`src/rtl/bus_timer.sv`:
```
// Memory-mapped prescaled 32-bit timer with compare match, auto-reload and level interrupt.
// Optional one-shot mode is enabled by defining BUS_TIMER_ONESHOT_EN.
module bus_timer #(
    parameter logic [31:0] BASE_ADDRESS   = 32'h000013C0,
    parameter int unsigned PRESCALE_WIDTH = 16
) (
    input  logic        clk,
    input  logic        reset,
    input  logic        read,
    input  logic        write,
    input  logic [31:0] address,
    input  logic [31:0] write_data,
    output logic [31:0] read_data,
    output logic        interrupt
);

    typedef enum logic [2:0] {
        IDX_CTRL     = 3'd0,
        IDX_PRESCALE = 3'd1,
        IDX_COUNT    = 3'd2,
        IDX_COMPARE  = 3'd3,
        IDX_STATUS   = 3'd4
    } reg_idx_t;

    logic [31:0]               offset;
    logic                      valid;
    reg_idx_t                  idx;

    logic                      enable;
    logic                      auto_reload;
    logic                      irq_en;
    logic                      oneshot;
    logic [PRESCALE_WIDTH-1:0] prescale;
    logic [PRESCALE_WIDTH-1:0] pcnt;
    logic [31:0]               count;
    logic [31:0]               compare;
    logic                      match;

    logic                      wr_ctrl, wr_prescale, wr_count, wr_compare, wr_status;
    logic                      tick;
    logic [31:0]               nxt;
    logic                      hit;
    logic                      oneshot_stop;

    // Addresses below the base wrap to large offsets and fall outside the window.
    assign offset = address - BASE_ADDRESS;
    assign valid  = (offset < 32'd5);
    assign idx    = reg_idx_t'(offset[2:0]);

    assign wr_ctrl     = write && valid && (idx == IDX_CTRL);
    assign wr_prescale = write && valid && (idx == IDX_PRESCALE);
    assign wr_count    = write && valid && (idx == IDX_COUNT);
    assign wr_compare  = write && valid && (idx == IDX_COMPARE);
    assign wr_status   = write && valid && (idx == IDX_STATUS);

    assign tick = enable && (pcnt == prescale);
    assign nxt  = count + 32'd1;
    // A COUNT write in the same cycle suppresses match evaluation.
    assign hit  = tick && !wr_count && (nxt == compare);

`ifdef BUS_TIMER_ONESHOT_EN
    assign oneshot_stop = hit && oneshot;
`else
    assign oneshot_stop = 1'b0;
`endif

    always_ff @(posedge clk) begin
        if (reset) begin
            enable      <= 1'b0;
            auto_reload <= 1'b0;
            irq_en      <= 1'b0;
            oneshot     <= 1'b0;
            prescale    <= '0;
            pcnt        <= '0;
            count       <= '0;
            compare     <= '0;
            match       <= 1'b0;
        end else begin
            if (wr_ctrl) begin
                enable      <= write_data[0];
                auto_reload <= write_data[1];
                irq_en      <= write_data[2];
`ifdef BUS_TIMER_ONESHOT_EN
                oneshot     <= write_data[3];
`endif
            end else if (oneshot_stop) begin
                enable <= 1'b0;
            end

            if (wr_prescale) begin
                prescale <= write_data[PRESCALE_WIDTH-1:0];
            end

            if ((wr_ctrl && !write_data[0]) || wr_prescale || oneshot_stop) begin
                pcnt <= '0;
            end else if (enable) begin
                pcnt <= tick ? '0 : pcnt + 1'b1;
            end

            if (wr_count) begin
                count <= write_data;
            end else if (tick) begin
                count <= (hit && auto_reload) ? '0 : nxt;
            end

            if (wr_compare) begin
                compare <= write_data;
            end

            if (hit) begin
                match <= 1'b1;
            end else if (wr_status && write_data[0]) begin
                match <= 1'b0;
            end
        end
    end

    assign interrupt = match & irq_en;

    always_comb begin
        read_data = '0;
        if (read && valid) begin
            case (idx)
                IDX_CTRL:     read_data = {28'd0, oneshot, irq_en, auto_reload, enable};
                IDX_PRESCALE: read_data = 32'(prescale);
                IDX_COUNT:    read_data = count;
                IDX_COMPARE:  read_data = compare;
                IDX_STATUS:   read_data = {31'd0, match};
                default:      read_data = '0;
            endcase
        end
    end

endmodule

```
`config.mk`:
```
export PLATFORM = sky130hd
export DESIGN_NAME = bus_timer
export DESIGN_NICKNAME = d
export VERILOG_FILES = /design/src/rtl/bus_timer.sv
export SDC_FILE = /design/constraint.sdc
export NUM_CORES = 1
export LEC_CHECK = 0
export ABC_AREA = 1
export CAP_MARGIN = 40
export CORE_UTILIZATION = 40
export DETAILED_ROUTE_END_ITERATION = 7
export SYNTH_ARGS = -nofsm -noshare
export SYNTH_HDL_FRONTEND = slang
export SYNTH_SLANG_ARGS = --single-unit
```
`constraint.sdc`:
```
create_clock -name clk -period 2.1 [get_ports clk]
set_input_delay 0.21 -clock clk [delete_from_list [all_inputs] [get_ports clk]]
set_output_delay 0.21 -clock clk [all_outputs]
set_load 0.02 [all_outputs]
```
==> impl_metrics.toml <==
[status]
status = "finished, violations left"
violations = "setup timing"

[clocking]
clk_pin_slew_worst_paths_ps = 80
htreeDepth = 3
holdBufCountCts = 0
numCtsBuffers = 9
root_buffer = "clkbuf_16"
cts_buffer_depth = 2
clkLatencyLatePin_ps = 360
cts_tree = "built"
clock-sinks = 100

[final_layout]
fin_area_sq_mm = 0.0131
antenna_cells = 0
final_cell_count_no_fill = 1985
nNetsFinal = 1790
final_core_util_pct = 69.2
drive_gt1_share_pct = 35.4
area_growth_pct = 67.8

[timing]
setup_tns_ps = -33480
finalSetupViolations = 107
hold_viol = 0
grt_setup_unrepaired = "true"
finalMaxSlewViolations = 0
max_slew_margin_pct = 68.8
timing.fmax_mhz = 382
timing.final.crit_share_pct = 125
finClkSkew_ps = 12.2
worst_pin_slew_ps = 468
layout_setup_ws_ps = -518
min_period_ps = 2620

[logic_synthesis]
synth_edf_count = 0
post-synth-top-area-cell = "dfxtp_1"
syn_inst = 1363
synth_area_leaders = "dfxtp_1 (26%), nand2_1 (19%), nor2_1 (11%)"
async_flop_share_pct = 0
ys_ff_latch = 100
avgSynthCellArea_sq_um = 5.72
syn_area_sq_mm = 0.00779
synth_ff_type = "dfxtp_1"
synth-seq-area-share_pct = 25.7
synth_cell_types = 43
syn_nets = 1433
synth_top_area_share_pct = 25.7
synth_warnings = 0

[setup_path]
cp.arrival_ps = 2410
path_buf_inv = 5
end_kind = "output pin"
cp.depth = 15
rrSetupSlack_ps = -510
cpPeakStageDelay_ps = 240
worstPathCellList = "buf_8 > nor2_4 > nand2_2 > nor2b_2 > nor2_2 > nand2_1 > buf_4 > nand2_1 > a211oi_2 > nand3_2 > nand3b_1 > buf_6 > buf_12 > a31oi_4 > buf_6"
critPathSlowestCell = "nand3b_1"
path_class = "input pin to output pin"
reg2reg_depth = 20
worst_setup_path_start_kind = "input pin"
cp_max_fo = 5
path_delay_family = "simple AND/OR/NAND/NOR gates"
cp.required_ps = 1890

[drt]
drt_iter0_markers = 607
drcViolationCount = 0
drt-pass1-iter-count = 5
vias = 10187
routed_via_density = 5.13
wire_per_inst_um = 16.2
totalWireLength_mm = 32.2
drtAntennaViolNets = 0

[placed_design]
placed_cells = 1895
post-place-ws_ps = -1320
place_area_sq_mm = 0.0112
place_congestion = 0.937
portBuffers = 100
hpwl_mm = 22.1

[flow_run]
max-cap-violations = 0

[hold_path]
hold_path_depth = 2
hp-class = "input pin to flip-flop"

[grt]
grt-ovfl-total = 0
antenna_found_initial = 0
grt_usage_pct = 31.8
grt_max_degree = 81
grt_pass1_wl_mm = 49.9
grt_pass1_vias = 9671

[floorplanning]
placementRows = 50
initial_core_util_pct = 41.3
die_h_um = 142
die_x_um = 142
core_area_sq_mm = 0.0189
ios = 101
dieArea_sq_mm = 0.0200

[power]
peakVddDrop_uv = 373
p_leak_uw = 0.00548
p_per_area_mw_per_mm2 = 339
sequential cells by signal, summed over array words and instances (netlist names):
| signal | count |
|---|---|
| count | 32 |
| compare | 32 |
| match | 1 |
| enable | 1 |
| auto_reload | 1 |
| irq_en | 1 |
| pcnt | 16 |
| prescale | 16 |
routing by layer:
| layer | wire [um] | up-vias | track usage (%) |
|---|---|---|---|
| li1 | - | 5116 | - |
| met1 | 14600 | 4722 | 41.8 |
| met2 | 15000 | 296 | 53.4 |
| met3 | 1660 | 53 | 3.21 |
| met4 | 945 | 0 | 12.9 |
| met5 | 0 | - | 0 |
Yosys cell counts, types with 3 or more instances:
cell and n:
nand3_1 146, xnor3_1 3, nor4_1 8, nand4_1 25, nor2_1 236, xnor2_1 3
buf_6 5, a211oi_1 49, buf_2 13, a22oi_1 17, nor2_2 4, o21bai_1 4
xor2_1 15, dfxtp_1 100, clkbuf_1 35, nand2_4 3, o21ai_0 17, a31oi_1 14
nand2_1 386, nor3_1 11, a21oi_1 49, inv_1 182, or2_2 4, nand2_2 4
nand3b_1 6
stage by stage:
step,power [uW],hold slack (ps)
after floorplan,2090,386
after global placement,2410,470
after detailed placement,2400,472
after CTS,4400,107
after global routing,4550,128
final,4430,120
worst reg2reg max path, delay by kind of cell, from the launching register on:
kind                       cells  cell delay, ps
AOI/OAI and AO/OA              1              60
and+or+nand+nor               15            1490
adders and majority gates      1             160
buffers and inverters          3             400
DFF                            1             380
logic make-up (layout without fill, tap and decap cells):
| group | count (synthesis) | count (layout) | synth area share, % |
|---|---|---|---|
| DFF | 100 | 100 | 25.7 |
| adders and majority gates | 2 | 2 | 0.321 |
| AOI/OAI and AO/OA | 159 | 159 | 13.2 |
| and+or+nand+nor | 839 | 841 | 45.5 |
| xor gates and xnor gates | 21 | 21 | 2.89 |
| buffers and inverters | 242 | 602 | 12.4 |
layout by cell type (no fill, tap or decap), drive strengths merged:
| cell | n |
|---|---|
| a32o | 1 |
| nor2 | 243 |
| a31oi | 14 |
| dlygate4sd2 | 2 |
| and2 | 1 |
| nand2 | 394 |
| a22oi | 17 |
| o21ai | 19 |
| clkinv | 3 |
| o22ai | 1 |
| bufinv | 2 |
| a21oi | 49 |
| xnor3 | 3 |
| nand3b | 6 |
| nor2b | 1 |
| o211ai | 2 |
| ha | 2 |
| nand4 | 26 |
| nor4 | 8 |
| nor3 | 11 |
| nand3 | 147 |
| buf | 354 |
| clkdlybuf4s50 | 36 |
| clkbuf | 16 |
| a211oi | 51 |
| or2 | 4 |
| dfxtp | 100 |
| a221oi | 1 |
| clkdlybuf4s15 | 1 |
| xor2 | 15 |
| o21bai | 4 |
| xnor2 | 3 |
| inv | 188 |
final timing paths:
kind,from,end
min reg2reg,prescale[9]$_SDFFE_PP0P_,prescale[9]$_SDFFE_PP0P_
max reg2reg,count[0]$_SDFFE_PP0P_,count[24]$_SDFFE_PP0P_
min,reset,prescale[1]$_SDFFE_PP0P_
max,address[11],read_data[8]
power breakdown:
part | leakage [uW] | internal, uW | switching [uW]
Sequential | 0.000810 | 1890 | 0.000000437
Combinational | 0.00450 | 298 | 304
Clock | 0.000164 | 1070 | 869
what timing repair did:
item / in CTS / in global routing
resized for setup: 444 / 129
pin swaps: 72 / 57
hold endpoints to repair: 0 / 0
cloned: 9 / 4
buffers inserted: 49 / 18
endpoints found under the setup margin: 132 / 132
cell type report:
class                   count  area (sq um)
flip-flops and latches    100          2020
repair buffers            400          3730
clock inverters             7           105
fillers                  1683          5810
inverters                 186           707
well taps                 260           325
clock buffers               9           225
multi-input cells        1023          5970
Power figures use the tool's default switching activity.
